[config.mk]
export PLATFORM = sky130hd
export DESIGN_NAME = con1_eval_sched
export DESIGN_NICKNAME = d
export VERILOG_FILES = /design/src/rtl/con1_sched_pkg.sv /design/src/rtl/con1_rr_arbiter.sv /design/src/rtl/con1_eval_sched.sv
export SDC_FILE = /design/constraint.sdc
export NUM_CORES = 1
export LEC_CHECK = 0
export CORE_MARGIN = 2
export CORE_UTILIZATION = 35
export CTS_CLUSTER_SIZE = 8
export DETAILED_ROUTE_END_ITERATION = 8
export PLACE_DENSITY = 0.71
export SKIP_CTS_REPAIR_TIMING = 1
export SLEW_MARGIN = 20
export SYNTH_ARGS = -nofsm -noshare
export SYNTH_HDL_FRONTEND = slang
export SYNTH_HIERARCHICAL = 1
export SYNTH_SLANG_ARGS = --single-unit
[constraint.sdc]
create_clock -name clock -period 6.8 [get_ports clock]
set_clock_uncertainty 0.1 [all_clocks]
set_input_delay 1.7 -clock clock [delete_from_list [all_inputs] [get_ports clock]]
set_output_delay 1.7 -clock clock [all_outputs]
set_load 0.01 [all_outputs]
[src/rtl/con1_sched_pkg.sv]
// ----------------------------------------------------------------------------
// con1_sched_pkg
//   Shared definitions for the con1 evaluation scheduler:
//   - state_t   : scheduler FSM states (IDLE, EVAL, RESP)
//   - *_BIT     : bit positions of the named operand fields inside the
//                 7-bit operand {a,b,c,d,f,g,h} (a at the MSB)
//   - con1_eval : pure function returning {f0,f1} for one operand
// ----------------------------------------------------------------------------
package con1_sched_pkg;

  typedef enum logic [1:0] {
    IDLE = 2'd0,
    EVAL = 2'd1,
    RESP = 2'd2
  } state_t;

  localparam int A_BIT = 6;
  localparam int B_BIT = 5;
  localparam int C_BIT = 4;
  localparam int D_BIT = 3;
  localparam int F_BIT = 2;
  localparam int G_BIT = 1;
  localparam int H_BIT = 0;

  // Returns {f0, f1}.
  function automatic logic [1:0] con1_eval(input logic [6:0] op);
    logic a, b, c, d, f, g, h;
    logic f0, f1;
    a  = op[A_BIT];
    b  = op[B_BIT];
    c  = op[C_BIT];
    d  = op[D_BIT];
    f  = op[F_BIT];
    g  = op[G_BIT];
    h  = op[H_BIT];
    f0 = (a & b) | (~b & ~c & d) | (c & d & f) | (b & h & ~f);
    f1 = (~a & ~b) | (~a & f) | (a & b & ~f) | (~f & ~g) | (f & ~b & ~d);
    return {f0, f1};
  endfunction

endpackage

[src/rtl/con1_rr_arbiter.sv]
// ----------------------------------------------------------------------------
// con1_rr_arbiter
//   Combinational round-robin pick: returns the first asserted request at or
//   after rr_ptr, searching cyclically.
//   Ports:
//     req_valid [NUM_REQ-1:0] in  : per-requester request
//     rr_ptr    [ID_W-1:0]    in  : highest-priority index this cycle
//     any                     out : at least one request is asserted
//     grant_idx [ID_W-1:0]    out : chosen requester (0 when any=0)
// ----------------------------------------------------------------------------
module con1_rr_arbiter
  import con1_sched_pkg::*;
#(
  parameter int NUM_REQ = 4,
  parameter int ID_W    = 2
) (
  input  logic [NUM_REQ-1:0] req_valid,
  input  logic [ID_W-1:0]    rr_ptr,
  output logic               any,
  output logic [ID_W-1:0]    grant_idx
);

  int              idx;
  logic [ID_W-1:0] sel;

  // Scan from the farthest offset down to offset 0 so the nearest valid
  // requester (in cyclic order from rr_ptr) is the last one written and wins.
  always_comb begin
    any       = 1'b0;
    grant_idx = '0;
    idx       = 0;
    sel       = '0;
    for (int k = NUM_REQ - 1; k >= 0; k--) begin
      idx = int'(rr_ptr) + k;
      if (idx >= NUM_REQ) idx = idx - NUM_REQ;
      sel = ID_W'(idx);
      if (req_valid[sel]) begin
        any       = 1'b1;
        grant_idx = sel;
      end
    end
  end

endmodule

[src/rtl/con1_eval_sched.sv]
// ----------------------------------------------------------------------------
// con1_eval_sched
//   Round-robin scheduler time-sharing one con1 evaluator among NUM_REQ
//   requesters. IDLE grants one request (one-cycle req_ready pulse) and
//   captures its operand, EVAL computes {f0,f1} into the result registers,
//   RESP holds the result until the consumer accepts it.
//   Ports:
//     clock, reset (sync, active-high)
//     req_valid [NUM_REQ-1:0]   in  : per-requester request
//     req_data  [7*NUM_REQ-1:0] in  : requester i operand in [7i+6:7i]
//     req_ready [NUM_REQ-1:0]   out : one-hot accept pulse
//     rsp_valid                 out : result valid, held until accepted
//     rsp_ready                 in  : consumer accept
//     rsp_id    [ID_W-1:0]      out : granted requester index
//     rsp_f0, rsp_f1            out : evaluation results
//     busy                      out : FSM not in IDLE
//     stat_count [15:0]         out : saturating handshake counter, present
//                                     only when CON1_SCHED_STATS_EN is defined
// ----------------------------------------------------------------------------
module con1_eval_sched
  import con1_sched_pkg::*;
#(
  parameter int NUM_REQ = 4,
  parameter int ID_W    = 2
) (
  input  logic                 clock,
  input  logic                 reset,
  input  logic [NUM_REQ-1:0]   req_valid,
  input  logic [7*NUM_REQ-1:0] req_data,
  output logic [NUM_REQ-1:0]   req_ready,
  output logic                 rsp_valid,
  input  logic                 rsp_ready,
  output logic [ID_W-1:0]      rsp_id,
  output logic                 rsp_f0,
  output logic                 rsp_f1,
  output logic                 busy
`ifdef CON1_SCHED_STATS_EN
  ,
  output logic [15:0]          stat_count
`endif
);

  state_t          state, state_nxt;
  logic [ID_W-1:0] rr_ptr;
  logic            any;
  logic [ID_W-1:0] grant_idx;
  logic            grant;
  logic            rsp_hs;
  logic [6:0]      op_p0;
  logic [ID_W-1:0] id_p0;

  con1_rr_arbiter #(
    .NUM_REQ (NUM_REQ),
    .ID_W    (ID_W)
  ) u_arb (
    .req_valid (req_valid),
    .rr_ptr    (rr_ptr),
    .any       (any),
    .grant_idx (grant_idx)
  );

  // No grant may be issued in a reset cycle.
  assign grant  = (state == IDLE) && any && !reset;
  assign rsp_hs = rsp_valid && rsp_ready;

  always_ff @(posedge clock) begin
    if (reset) state <= IDLE;
    else       state <= state_nxt;
  end

  always_comb begin
    state_nxt = state;
    case (state)
      IDLE:    if (any) state_nxt = EVAL;
      EVAL:    state_nxt = RESP;
      RESP:    if (rsp_hs) state_nxt = IDLE;
      default: state_nxt = IDLE;
    endcase
  end

  always_comb begin
    busy      = (state != IDLE);
    req_ready = '0;
    if (grant) req_ready[grant_idx] = 1'b1;
  end

  always_ff @(posedge clock) begin
    if (reset) begin
      rr_ptr <= '0;
    end else if (grant) begin
      rr_ptr <= (grant_idx == ID_W'(NUM_REQ - 1)) ? '0 : grant_idx + 1'b1;
    end
  end

  // Stage p0: operand and ID captured in the grant cycle only.
  always_ff @(posedge clock) begin
    if (grant) begin
      op_p0 <= req_data[7*grant_idx +: 7];
      id_p0 <= grant_idx;
    end
  end

  // Result stage: loaded in EVAL, held through RESP until accepted.
  always_ff @(posedge clock) begin
    if (reset) begin
      rsp_valid <= 1'b0;
      rsp_id    <= '0;
      rsp_f0    <= 1'b0;
      rsp_f1    <= 1'b0;
    end else if (state == EVAL) begin
      {rsp_f0, rsp_f1} <= con1_eval(op_p0);
      rsp_id           <= id_p0;
      rsp_valid        <= 1'b1;
    end else if ((state == RESP) && rsp_hs) begin
      rsp_valid <= 1'b0;
    end
  end

`ifdef CON1_SCHED_STATS_EN
  logic [15:0] stat_cnt;

  always_ff @(posedge clock) begin
    if (reset) begin
      stat_cnt <= '0;
    end else if (rsp_hs && (stat_cnt != 16'hFFFF)) begin
      stat_cnt <= stat_cnt + 16'd1;
    end
  end

  assign stat_count = stat_cnt;
`endif

endmodule

==> impl_results.md <==
- Status: complete, no violations
- Leakage: 0.554 nW
- Most frequent cells in the layout: clkdlybuf4s50_1 (44), nor2_1 (10), edfxtp_1 (9), dfxtp_1 (9), nand2_1 (8)
- Die X: 58.1 microns
- H-Tree Depth: 1
- Final Wtd Congestion: 0.688
- Die footprint: 3380 sq um
- Crit path from: req_valid[1]
- DRC viols: 0
- Minimum clock period: 5800 ps
- Asr flop ratio synth: 0%
- Port Buffer Count: 44
- Synth unique cells: 29
- Final setup violating endpoints: 0
- Setup TNS: 0 ps
- # IOs: 45
- YS warnings: 6
- Startpoint types: primary input
- Initial antenna violation count: 0
- Switching Share: 27.6%
- Crit-path max FO: 11
- Synth Cell Area: 1020 sq um
- Max Fclk: 172 MHz
- Largest net degree at the start of global routing: 14
- Slowest-stage cell, CP: nor2_1
- Pint: 224 uW
- Initial DRC count: 20
- Mux cell area share after synthesis: 18.7%
- Register area: 450 sq um
- Crit end category: primary output
- Main combinational cell family by area after synthesis: simple AND/OR/NAND/NOR gates
- Area of the multi-input gates: 543 sq um
- Commonest non-fill, non-tap cell in the layout: clkdlybuf4s50_1
- NetSw: 85.4 uW
- N_diodes: 0
- Total power: 309 uW
- Number of buffers created by CTS: 3
- Hold Fails Final Rpt: 0
- Final #Nets: 174
- Final slew viol count: 0
- Total track usage: 13.5%
- Via/cell ratio: 5.06
- Clk Latency, worst-skew pair: 280 ps
- Top FF cell, synth: edfxtp_1
- Via count: 835
- Wirelength, routed: 2060 microns
- Worst-margin pin slew: 756 ps
- TritonCTS sink count: 18
- Cell mode on critical path: clkdlybuf4s50_1
- Number of global-route vias before repair: 900
- Worst slew margin: 49.4%
- FP Rows: 19
- Worst R2R Start: rr_ptr[0]$_SDFFE_PP0P_
- Post-synth EDFFs: 9
- Die Ht: 58.1 microns
- CP max stage delay: 590 ps
- Grt ovf: 0
- Share of cells above drive strength 1: 11.2%
- Reg clk slew, reported paths: 90 ps
- DRT Pass-1 Iters: 4
- Post-route ant nets: 0
- Starting Density: 37.2%
- Cell Chain, Critical Path: clkdlybuf4s50_1 > nor3b_1 > a211oi_1 > nor2_1 > inv_1 > ha_1 > and2_1 > clkdlybuf4s50_1
- Peak supply drop: 112 uV
- CP required: 5000 ps
- Comb pwr share: 35.6%
- HPWL Detailed: 1740 microns
- Synth Area in XOR/XNOR: 0%
- Post-Syn Nets: 127
- Post-Synth Simple-Gate Area: 21.2%
- Cell Pwr Density: 204 nW/um^2
- Compound-Gate Fraction of Synth Area: 8.18%
- Syn_area_per_cell: 11.6 sq um
- Final Cycle Share: 85.4%
- Sequential area share after synthesis: 44.0%
- Hold Crit Class: reg2reg
- Cells after Synth: 88
- Crit path kind: in2out
- Min-delay src: rsp_id[1]$_SDFFE_PP0P_
- Unrepaired setup endpoints after global routing: false
- CTS max path bufs: 2
- Yosys reg bits: 18
- Root Driver: clkbuf_4
- TritonCTS clock tree: done
- CORE AREA: 2760 sq um
- Max-cap violation count: 0
- Fraction of power consumed by sequential logic: 47.2%
- Area delta synth->final: 48.1%
- Adder-cell share of the synthesized area: 4.88%
- Avg WL per Cell: 12.5 microns
- First-pass GRT wire length: 3540 microns
- Critical path arrival: 4000 ps
- Clock power share: 17.2%
- FILL cells: 248
## per-layer routing
layer  vias to the layer above  wire length (microns)  GRT usage, %
li1                        416                      -             -
met1                       389                    849          15.6
met2                        28                   1060          24.2
met3                         2                    120          1.79
met4                         0                     27          6.98
met5                         -                      0             0
## metrics by stage
stage / hold WS (ps) / worst slack (ps) / instances / instance area (sq um) / utilization, %
6_report: 367 / 995 / 165 / 1520 / 55.0
5_1_grt: 390 / 817 / 165 / 1520 / 55.0
4_1_cts: 374 / 947 / 165 / 1520 / 55.0
3_5_place_dp: 360 / 964 / 161 / 1490 / 54.1
3_3_place_gp: 347 / 1040 / 161 / 1490 / 54.1
2_1_floorplan: 371 / 2170 / 88 / 1020 / -
## final timing paths
kind              slack [ps]  depth (start not counted)                      to
setup / recovery        1000                          8            req_ready[1]
hold / removal           370                          2  rsp_id[1]$_SDFFE_PP0P_
setup reg to reg        4620                          7  rr_ptr[1]$_SDFFE_PP0P_
hold reg to reg          370                          2  rsp_id[1]$_SDFFE_PP0P_
## Yosys cell counts, types with 3 or more instances
cell type,number,area (sq um)
nor2_1,10,37.5
ha_1,4,50.1
and2_1,5,31.3
nand2_1,8,30.0
o21ai_0,3,15.0
a21oi_1,5,25.0
inv_1,3,11.3
edfxtp_1,9,270
mux4_2,6,135
mux2i_1,3,30.0
dfxtp_1,9,180
## kinds of logic after synthesis
logic type               Yosys count
AO/OA/AOI/OAI                     13
adder cells (fa/ha/maj)            4
buffers and inverters              6
flip-flops                        18
multiplexers                      10
AND/OR/NAND/NOR                   37
## flip-flops by register name, indices dropped and copies added (netlist names)
| name | count |
|---|---|
| rr_ptr | 2 |
| rsp_f0 | 1 |
| rsp_id | 2 |
| id_p0 | 2 |
| op_p0 | 7 |
| rsp_f1 | 1 |
| rsp_valid | 1 |
| state | 2 |
## worst max-delay path, delay by kind of cell
kind | cells | cell delay (ps)
adder cells (fa/ha/maj) | 1 | 220
buffers and inverters | 3 | 1060
AO/OA/AOI/OAI | 1 | 80
AND/OR/NAND/NOR | 3 | 950
## power groups by stage
stage	Combinational (mW)	Clock [mW]	Sequential [mW]
after detailed placement	0.111	0	0.149
after CTS	0.112	0.0557	0.146
after global placement	0.109	0	0.148
final	0.110	0.0531	0.146
after floorplan	0.0676	0	0.147
after global routing	0.122	0.0596	0.149
## cell type report
cell class / count / share of cell area, %
Multi-Input combinational cell: 64 / 35.8
Clock buffer: 4 / 1.73
Sequential cell: 18 / 29.7
Tap cell: 31 / 2.56
Timing Repair Buffer: 45 / 29.5
Inverter: 3 / 0.742
No activity file was read; power rests on OpenSTA's default activity.
